<file path="src/rtl/wb_ext_mem_bridge_if.sv">
// wb_ext_mem_bridge_if: Wishbone B3 bus bundle; master drives the request, slave returns data/ack/err/rty
// adr/dat_w/sel/we/cyc/stb/cti/bte: request; dat_r/ack/err/rty: response
interface wb_ext_mem_bridge_if #(
   parameter int AW = 32,
   parameter int DW = 32
);
   localparam int SW = DW / 8;
   logic [AW-1:0] adr;
   logic [DW-1:0] dat_w;
   logic [DW-1:0] dat_r;
   logic [SW-1:0] sel;
   logic          we;
   logic          cyc;
   logic          stb;
   logic [2:0]    cti;
   logic [1:0]    bte;
   logic          ack;
   logic          err;
   logic          rty;
   modport master (output adr, dat_w, sel, we, cyc, stb, cti, bte, input dat_r, ack, err);
   modport slave (input adr, dat_w, sel, we, cyc, stb, cti, bte, output dat_r, ack, err, rty);
endinterface

</file>
<file path="src/rtl/wb_ext_mem_bridge.sv">
// wb_ext_mem_bridge: registered Wishbone B3 bridge from the interconnect slave port to external memory
// wb_clk_i/wb_rst_i: clock, synchronous active-high reset
// wbs: slave side (from wb_intercon); mem: master side (to mem_* pins), address masked to MEM_SIZE window
module wb_ext_mem_bridge #(
   parameter int          AW       = 32,
   parameter int          DW       = 32,
   parameter logic [31:0] MEM_SIZE = 32'h02000000,
   parameter int          TIMEOUT  = 255
) (
   input  logic                       wb_clk_i,
   input  logic                       wb_rst_i,
   wb_ext_mem_bridge_if.slave         wbs,
   wb_ext_mem_bridge_if.master        mem
);
   localparam int SW = DW / 8;
   localparam int CW = (TIMEOUT > 0) ? $clog2(TIMEOUT + 1) : 1;
   localparam logic [AW-1:0] MASK = AW'(MEM_SIZE - 32'd1);
   localparam logic [CW-1:0] TLAST = CW'((TIMEOUT > 0) ? TIMEOUT - 1 : 0);
   typedef enum logic [1:0] {IDLE, BUSY, RESP} state_t;
   state_t        r_state, w_state;
   logic [CW-1:0] r_cnt, w_cnt;
   logic [AW-1:0] r_adr, w_adr;
   logic [DW-1:0] r_dat_w, w_dat_w, r_dat_r, w_dat_r;
   logic [SW-1:0] r_sel, w_sel;
   logic          r_we, w_we, r_cyc, w_cyc, r_stb, w_stb, r_ack, w_ack, r_err, w_err;
   logic [2:0]    r_cti, w_cti;
   logic [1:0]    r_bte, w_bte;
   logic          w_oor;
   assign w_oor = (wbs.adr & ~MASK) != '0;
   always_comb begin
      w_state = r_state;
      w_cnt   = r_cnt;
      w_adr   = r_adr;
      w_dat_w = r_dat_w;
      w_dat_r = r_dat_r;
      w_sel   = r_sel;
      w_we    = r_we;
      w_cyc   = r_cyc;
      w_stb   = r_stb;
      w_cti   = r_cti;
      w_bte   = r_bte;
      w_ack   = 1'b0;
      w_err   = 1'b0;
      unique case (r_state)
         IDLE: begin
            if (wbs.cyc && wbs.stb) begin
               if (w_oor) begin
                  w_err   = 1'b1;
                  w_cyc   = 1'b0;
                  w_stb   = 1'b0;
                  w_state = RESP;
               end else begin
                  w_adr   = wbs.adr & MASK;
                  w_dat_w = wbs.dat_w;
                  w_sel   = wbs.sel;
                  w_we    = wbs.we;
                  w_cti   = wbs.cti;
                  w_bte   = wbs.bte;
                  w_cyc   = 1'b1;
                  w_stb   = 1'b1;
                  w_cnt   = '0;
                  w_state = BUSY;
               end
            end else begin
               // a held burst cycle is released once the master lets go of cyc
               w_cyc = r_cyc & wbs.cyc;
            end
         end
         BUSY: begin
            if (!wbs.cyc) begin
               w_cyc   = 1'b0;
               w_stb   = 1'b0;
               w_state = IDLE;
            end else if (mem.err || (TIMEOUT != 0 && r_cnt == TLAST && !mem.ack)) begin
               w_err   = 1'b1;
               w_cyc   = 1'b0;
               w_stb   = 1'b0;
               w_state = RESP;
            end else if (mem.ack) begin
               w_ack   = 1'b1;
               w_stb   = 1'b0;
               w_dat_r = r_we ? r_dat_r : mem.dat_r;
               w_state = RESP;
            end else begin
               w_cnt = &r_cnt ? r_cnt : r_cnt + 1'b1;
            end
         end
         RESP: begin
            // r_ack marks a beat that ended with ack; only an incrementing burst keeps the cycle open
            w_cyc   = r_ack && r_cti == 3'b010 && wbs.cyc;
            w_state = IDLE;
         end
         default: w_state = IDLE;
      endcase
   end
   always_ff @(posedge wb_clk_i) begin
      if (wb_rst_i) begin
         r_state <= IDLE;
         r_cnt   <= '0;
         r_adr   <= '0;
         r_dat_w <= '0;
         r_dat_r <= '0;
         r_sel   <= '0;
         r_we    <= 1'b0;
         r_cyc   <= 1'b0;
         r_stb   <= 1'b0;
         r_cti   <= '0;
         r_bte   <= '0;
         r_ack   <= 1'b0;
         r_err   <= 1'b0;
      end else begin
         r_state <= w_state;
         r_cnt   <= w_cnt;
         r_adr   <= w_adr;
         r_dat_w <= w_dat_w;
         r_dat_r <= w_dat_r;
         r_sel   <= w_sel;
         r_we    <= w_we;
         r_cyc   <= w_cyc;
         r_stb   <= w_stb;
         r_cti   <= w_cti;
         r_bte   <= w_bte;
         r_ack   <= w_ack;
         r_err   <= w_err;
      end
   end
   assign wbs.dat_r = r_dat_r;
   assign wbs.ack   = r_ack;
   assign wbs.err   = r_err;
   assign wbs.rty   = 1'b0;
   assign mem.adr   = r_adr;
   assign mem.dat_w = r_dat_w;
   assign mem.sel   = r_sel;
   assign mem.we    = r_we;
   assign mem.cyc   = r_cyc;
   assign mem.stb   = r_stb;
   assign mem.cti   = r_cti;
   assign mem.bte   = r_bte;
endmodule
</file>
<file path="src/flat_wrapper.sv">
// flat-port wrapper written by rule: the top's interface ports become plain ports
module wb_ext_mem_bridge_flat 
#(
   parameter int          AW       = 32,
   parameter int          DW       = 32,
   parameter logic [31:0] MEM_SIZE = 32'h02000000,
   parameter int          TIMEOUT  = 255
)
  (wb_clk_i, wb_rst_i, wbs_adr, wbs_dat_w, wbs_sel, wbs_we, wbs_cyc, wbs_stb, wbs_cti, wbs_bte, wbs_dat_r, wbs_ack, wbs_err, wbs_rty, mem_adr, mem_dat_w, mem_sel, mem_we, mem_cyc, mem_stb, mem_cti, mem_bte, mem_dat_r, mem_ack, mem_err);
  wb_ext_mem_bridge_if #(.AW(AW), .DW(DW)) wbs_i ();
  wb_ext_mem_bridge_if #(.AW(AW), .DW(DW)) mem_i ();
  input  logic wb_clk_i;
  input  logic wb_rst_i;
  input wire logic [$bits(wbs_i.adr)-1:0] wbs_adr;
  input wire logic [$bits(wbs_i.dat_w)-1:0] wbs_dat_w;
  input wire logic [$bits(wbs_i.sel)-1:0] wbs_sel;
  input wire logic [$bits(wbs_i.we)-1:0] wbs_we;
  input wire logic [$bits(wbs_i.cyc)-1:0] wbs_cyc;
  input wire logic [$bits(wbs_i.stb)-1:0] wbs_stb;
  input wire logic [$bits(wbs_i.cti)-1:0] wbs_cti;
  input wire logic [$bits(wbs_i.bte)-1:0] wbs_bte;
  output wire logic [$bits(wbs_i.dat_r)-1:0] wbs_dat_r;
  output wire logic [$bits(wbs_i.ack)-1:0] wbs_ack;
  output wire logic [$bits(wbs_i.err)-1:0] wbs_err;
  output wire logic [$bits(wbs_i.rty)-1:0] wbs_rty;
  output wire logic [$bits(mem_i.adr)-1:0] mem_adr;
  output wire logic [$bits(mem_i.dat_w)-1:0] mem_dat_w;
  output wire logic [$bits(mem_i.sel)-1:0] mem_sel;
  output wire logic [$bits(mem_i.we)-1:0] mem_we;
  output wire logic [$bits(mem_i.cyc)-1:0] mem_cyc;
  output wire logic [$bits(mem_i.stb)-1:0] mem_stb;
  output wire logic [$bits(mem_i.cti)-1:0] mem_cti;
  output wire logic [$bits(mem_i.bte)-1:0] mem_bte;
  input wire logic [$bits(mem_i.dat_r)-1:0] mem_dat_r;
  input wire logic [$bits(mem_i.ack)-1:0] mem_ack;
  input wire logic [$bits(mem_i.err)-1:0] mem_err;
  assign wbs_i.adr = wbs_adr;
  assign wbs_i.dat_w = wbs_dat_w;
  assign wbs_i.sel = wbs_sel;
  assign wbs_i.we = wbs_we;
  assign wbs_i.cyc = wbs_cyc;
  assign wbs_i.stb = wbs_stb;
  assign wbs_i.cti = wbs_cti;
  assign wbs_i.bte = wbs_bte;
  assign wbs_dat_r = wbs_i.dat_r;
  assign wbs_ack = wbs_i.ack;
  assign wbs_err = wbs_i.err;
  assign wbs_rty = wbs_i.rty;
  assign mem_adr = mem_i.adr;
  assign mem_dat_w = mem_i.dat_w;
  assign mem_sel = mem_i.sel;
  assign mem_we = mem_i.we;
  assign mem_cyc = mem_i.cyc;
  assign mem_stb = mem_i.stb;
  assign mem_cti = mem_i.cti;
  assign mem_bte = mem_i.bte;
  assign mem_i.dat_r = mem_dat_r;
  assign mem_i.ack = mem_ack;
  assign mem_i.err = mem_err;
  wb_ext_mem_bridge #(.AW(AW), .DW(DW), .MEM_SIZE(MEM_SIZE), .TIMEOUT(TIMEOUT)) u_core (.wb_clk_i(wb_clk_i), .wb_rst_i(wb_rst_i), .wbs(wbs_i), .mem(mem_i));
endmodule
</file>
<file path="config.mk">
export PLATFORM = sky130hd
export DESIGN_NAME = wb_ext_mem_bridge_flat
export DESIGN_NICKNAME = d
export VERILOG_FILES = /design/src/rtl/wb_ext_mem_bridge_if.sv /design/src/rtl/wb_ext_mem_bridge.sv /design/src/flat_wrapper.sv
export SDC_FILE = /design/constraint.sdc
export NUM_CORES = 1
export LEC_CHECK = 0
export CAP_MARGIN = 30
export CORE_MARGIN = 2
export CORE_UTILIZATION = 43
export CTS_CLUSTER_DIAMETER = 200
export DETAILED_ROUTE_END_ITERATION = 12
export GPL_TIMING_DRIVEN = 0
export PLACE_DENSITY = 0.86
export SLEW_MARGIN = 20
export SYNTH_ARGS = -nofsm -noshare
export SYNTH_HDL_FRONTEND = slang
export SYNTH_SLANG_ARGS = --single-unit
</file>
<file path="constraint.sdc">
create_clock -name wb_clk_i -period 4.6 [get_ports wb_clk_i]
set_input_delay 0.92 -clock wb_clk_i [delete_from_list [all_inputs] [get_ports wb_clk_i]]
set_output_delay 0.92 -clock wb_clk_i [all_outputs]
set_load 0.05 [all_outputs]
</file>
### Word level (Yosys, flattened, before mapping)

Index checks and enable logic that the tools add are counted.

| operators by class | value |
|---|---|
| muxes and demuxes | 29 |
| add/sub/neg operators | 1 |
| equal/unequal tests | 12 |
| reductions and logical operators | 18 |
| bitwise gates (word level) | 6 |

Operators by type and width:

| kind | count |
|---|---|
| two-way mux 8 bit | 6 |
| nonzero test 32 bit | 1 |
| one-hot mux 8 bit (2 select lines) | 1 |
| two-way mux 1 bit | 13 |
| two-way mux 2 bit | 5 |
| != test 2 bit, second input constant | 5 |
| adder 8 x 1 -> 8 bit, second input constant | 1 |
| equality test 8 bit, second input constant | 1 |
| AND reduction 8 bit | 1 |
| AND reduction 7 bit | 1 |
| AND reduction 3 bit | 2 |
| inverter 1 bit | 5 |
| AND reduction 5 bit | 1 |
| logical AND 1 bit | 4 |
| != test 4 x 3 -> 1 bit, second input constant | 1 |
| one-hot mux 1 bit (2 select lines) | 2 |
| one-hot mux 2 bit (2 select lines) | 1 |
| AND reduction 2 bit | 2 |
| OR reduction 4 bit | 1 |
| equality test 3 x 2 -> 1 bit, second input constant | 1 |
| != test 3 x 2 -> 1 bit, second input constant | 1 |
| one-hot mux 1 bit (3 select lines) | 1 |
| nonzero test 3 bit | 1 |
| equality test 2 x 1 -> 1 bit, second input constant | 1 |
| other kinds (7) | 7 |

| storage, ports and cells | value |
|---|---|
| bits of input ports | 112 |
| register bits after elaboration | 113 |
| logic and storage cells | 79 |

### Longest topological paths before layout

| depth | value |
|---|---|
| depth in word-level cells | 6 |
| mapped depth | 9 |
| mapped depth without buffers | 7 |

### Worst setup path after synthesis

Ideal clock, no wire load.

| timing | value |
|---|---|
| path kind | input port to flip-flop |
| start | in mem_ack |
| end | reg u_core.r_cnt[6] |
| path buffers | 1 |
| data arrival time | 2.252 ns |
| setup slack | 2.226 ns |
| stages on the path | 6 |
| data required time | 4.478 ns |
| cell sequence | or3b_1 -> buf_2 -> a41o_4 -> or3_1 -> a21oi_1 -> o22ai_2 |

| on the way | value |
|---|---|
| cells in the longest elaborated chain, start to end | 5 |
| elaborated cells on any way between the ends | 6 |
| those cells by class | 2 x eq/ne; 4 x reduce/logical |

RTL lines:

| item | line | source |
|---|---|---|
| from (decl) | flat_wrapper.sv:35 | `input wire logic [$bits(mem_i.ack)-1:0] mem_ack;` |
| logical NOT 1 bit | wb_ext_mem_bridge.sv:74 | `end else if (mem.err \|\| (TIMEOUT != 0 && r_cnt == TLAST && !mem.ack)) begin` |
| logical AND 1 bit | wb_ext_mem_bridge.sv:74 |  |
| logical OR 1 bit | wb_ext_mem_bridge.sv:74 |  |
| != test 2 bit (no line) | - |  |
| AND reduction 7 bit (no line) * | - |  |
| to (signal assigned) | wb_ext_mem_bridge.sv:113 | `r_cnt <= w_cnt;` |
| to (decl) | wb_ext_mem_bridge.sv:21 | `logic [CW-1:0] r_cnt, w_cnt;` |

Mark *: on every way between the ends. The rest lies on a longest branch, timed or not.
A chain may end at the register's enable or synchronous reset.

### Final worst setup path

| timing | value |
|---|---|
| start | in wbs_adr[27] |
| end | reg u_core.r_dat_w[27] (netlist: u_core.mem.dat_w[27]) |

| on the way | value |
|---|---|
| cells in the longest elaborated chain, start to end | 3 |

RTL lines:

| item | line | source |
|---|---|---|
| from (decl) | flat_wrapper.sv:14 | `input wire logic [$bits(wbs_i.adr)-1:0] wbs_adr;` |
| nonzero test 32 bit | wb_ext_mem_bridge.sv:29 | `assign w_oor = (wbs.adr & ~MASK) != '0;` |
| inverter 1 bit (no line) | - |  |
| AND reduction 3 bit (no line) | - |  |
| to (signal assigned) | wb_ext_mem_bridge.sv:115 | `r_dat_w <= w_dat_w;` |
| to (decl) | wb_ext_mem_bridge.sv:23 | `logic [DW-1:0] r_dat_w, w_dat_w, r_dat_r, w_dat_r;` |

Every way passes these cells.

==> flow_metrics.py <==
metrics = {
    "sta": {
        "tightestPinTransition_ns": 0.5921,
        "fmax_mhz": 376.4,
        "fin_crit_ns": 2.657,
        "relSlewSlack": 0.5951,
        "hold_viol": 0,
        "setup_viol": 0,
        "tns_ns": 0,
        "drv_slew": 0,
        "rsz0062_at_grt": "false",
        "fin_skew_ns": 0.008959,
        "fin_crit_sh": 0.5775,
    },
    "setup_path": {
        "crit_chain": "clkdlybuf4s50_1 -> nor4_1 -> nand3_1 -> clkbuf_1 -> buf_1 -> nand2_1 -> a21oi_1",
        "crit_path_end_kind": "register",
        "cp_slowest_cell": "nor4_1",
        "max_stage_delay_ns": 0.50,
        "cp.required_ns": 4.97,
        "start_kind": "input port",
        "critPathKind": "in2reg",
        "arrival_ns": 3.03,
        "crit_path_max_fanout": 10,
    },
    "yosys": {
        "ys_seq_area_frac": 0.5222,
        "avgSynthCellArea_um2": 7.819,
        "synth.distinct_cells": 39,
        "async_flop_share": 0,
        "netlist.area_leader.share": 0.5222,
        "synth_ff_type": "dfxtp_1",
        "yosys.area.top_type": "dfxtp_1",
        "syn_area_mm2": 0.004332,
        "yosys_warnings": 0,
        "synth_edf_count": 0,
        "synthTopCellsByArea": "dfxtp_1 52%, nand2_1 18%, a21oi_1 13%, clkbuf_1 2.7%, ha_1 1.7%",
        "synthCells": 554,
        "synth-seq-cells": 113,
    },
    "cts": {
        "cts-htree-levels": 4,
        "clock_sinks": 113,
        "cts_buffer_depth": 2,
        "post_cts_resized": 0,
        "path_clk_slew_ns": 0.06,
        "post_cts_buffers": 0,
        "cts_tree": "done",
        "clk_latency_ns": 0.51,
        "cts_hold_buffers": 0,
        "cts-buffers-inserted": 17,
        "root_buffer": "clkbuf_8",
    },
    "place": {
        "io_buffers": 214,
        "dpl.cell_count": 908,
        "gp_congestion": 0.9029,
        "dp_hpwl_mm": 10.20,
        "placed_area_mm2": 0.006666,
    },
    "finish": {
        "area_growth_pct": 66.96,
        "nets": 912,
        "drive_gt1_frac": 0.06072,
        "fin_util": 0.7399,
        "multi_input_area_mm2": 0.001866,
        "n_fill_cell": 739,
        "antennaDiodeCount": 0,
        "final_cells": 940,
        "fin_area_mm2": 0.007232,
        "regArea_mm2": 0.002262,
    },
    "global_route": {
        "grt_usage": 0.2487,
        "grt_overflow": 0,
        "grt_max_degree": 17,
        "antenna_found_initial": 0,
        "grt_pass1_wl_mm": 21.84,
        "grt_pass1_vias": 4656,
    },
    "floorplanning": {
        "ios": 223,
        "die-area_mm2": 0.01089,
        "initial_core_util": 0.4432,
        "die_h_um": 104.4,
        "die_w_um": 104.4,
        "std_cell_rows": 36,
        "coreArea_mm2": 0.009774,
    },
    "power_and_ir_drop": {
        "switchingPower_mw": 0.5512,
        "power_frac_comb": 0.071,
        "power-per-cell-area_mw_per_mm2": 329.8,
        "peakVddDrop_mv": 0.1995,
        "p_int_mw": 1.834,
        "sequentialPowerShare": 0.413,
        "switching_share": 0.2311,
        "p_total_mw": 2.385,
        "p_leak_nw": 2.479,
        "clock_power_share": 0.517,
    },
    "route": {
        "ant_nets": 0,
        "viasPerCell": 5.003,
        "first_pass_iters": 4,
        "wl_per_cell_um": 14.50,
        "wirelength_mm": 13.63,
        "vias": 4703,
        "drt_iter0_drc": 191,
        "drc": 0,
    },
    "job": {
        "drv_cap": 0,
    },
    "hold_path": {
        "hold_class": "reg2reg",
    },
    "outcome": {
        "status": "finished, final reports clean",
    },
}
-- cells by family (layout without fill, tap and decap cells) --
group | count (synthesis) | count (layout) | synth area share
and+or+nand+nor | 247 | 247 | 0.2319
DFF | 113 | 113 | 0.5222
AOI/OAI and AO/OA | 134 | 134 | 0.1722
muxes | 1 | 1 | 0.002311
other | 1 | 8 | 0.0008657
buffers and inverters | 52 | 298 | 0.05315
adders and majority gates | 6 | 6 | 0.01733
-- cells in the final DEF (no fill, tap or decap), types with 5 or more instances in the layout --
cell type	Yosys	final
a21oi_1	112	112
buf_4	8	8
clkbuf_1	31	31
clkbuf_16	0	16
clkdlybuf4s50_1	0	214
conb_1	1	8
dfxtp_1	113	113
ha_1	6	6
inv_1	6	6
inv_6	0	5
nand2_1	210	210
nor2_1	9	9
nor3_1	6	6
-- cell type report --
type	count	area share
Timing Repair Buffer	214	0.2962
Multi-Input combinational cell	396	0.2580
Clock inverter	13	0.01713
Inverter	7	0.003633
Buffer	45	0.02820
Clock buffer	19	0.06107
Tap cell	133	0.02301
Sequential cell	113	0.3128
-- layer usage --
metal	GRT usage	vias up	part of all wire	wire, um
met2	0.4244	194	0.49	6743
met5	0	-	0	0
met4	0.1149	0	0.032	436
met1	0.2764	2164	0.40	5438
met3	0.08835	39	0.074	1007
li1	-	2306	-	-
-- worst max-delay path: cells and delay by family --
kind | cells | cell delay, ns
compound gates | 1 | 0.07
buf+inv | 3 | 1.06
simple gates | 3 | 0.98
-- per-stage QoR --
step / hold WS (ns) / worst slack (ns)
CTS: 0.4539 / 1.931
floorplan: 0.4895 / 2.226
finish: 0.4534 / 1.943
global placement: 0.4416 / 1.457
detailed placement: 0.4465 / 1.396
global route: 0.4669 / 1.746
-- synth_stat cells, types with 2 or more instances --
cell and count:
a21oi_1 112, a22oi_1 3, and3_1 2, buf_1 2, buf_2 4, buf_4 8
clkbuf_1 31, dfxtp_1 113, ha_1 6, inv_1 6, nand2_1 210, nand3_1 4
nand4_1 3, nand4b_1 2, nor2_1 9, nor3_1 6, nor4_1 3, o211ai_1 2
o21a_1 2, o21ai_0 3, o32ai_1 2, o41ai_1 2, or2_2 2, or3_1 2
-- power by group through the flow --
stage                     Combinational [mW]  Clock [mW]  Sequential (mW)
after global routing                   0.180        1.30            0.984
final                                  0.169        1.23            0.984
after CTS                              0.168        1.25            0.984
after global placement                 0.165           0             1.00
after floorplan                       0.0499           0             1.01
after detailed placement               0.167           0             1.01
-- flip-flops by register name (all words and copies together), names as in the netlist --
signal and flops:
u_core.mem.dat_w 32, u_core.wbs.dat_r 32, u_core.mem.adr 25, u_core.r_cnt 8
u_core.mem.sel 4, u_core.mem.cti 3, u_core.mem.bte 2, u_core.r_state 2
u_core.mem.cyc 1, u_core.mem.stb 1, u_core.mem.we 1, u_core.wbs.ack 1
u_core.wbs.err 1
-- final timing paths --
path	from	end	slack [ns]	cells after the start
max	wbs_adr[27]	u_core.mem.dat_w[27]$_SDFFE_PP0P_	1.94	7
min	u_core.mem.adr[19]$_SDFFE_PP0P_	u_core.mem.adr[19]$_SDFFE_PP0P_	0.45	2
max reg2reg	u_core.r_state[1]$_SDFFE_PP0P_	u_core.mem.dat_w[26]$_SDFFE_PP0P_	2.26	8
min reg2reg	u_core.mem.adr[19]$_SDFFE_PP0P_	u_core.mem.adr[19]$_SDFFE_PP0P_	0.45	2
No activity file was read; power rests on OpenSTA's default activity.
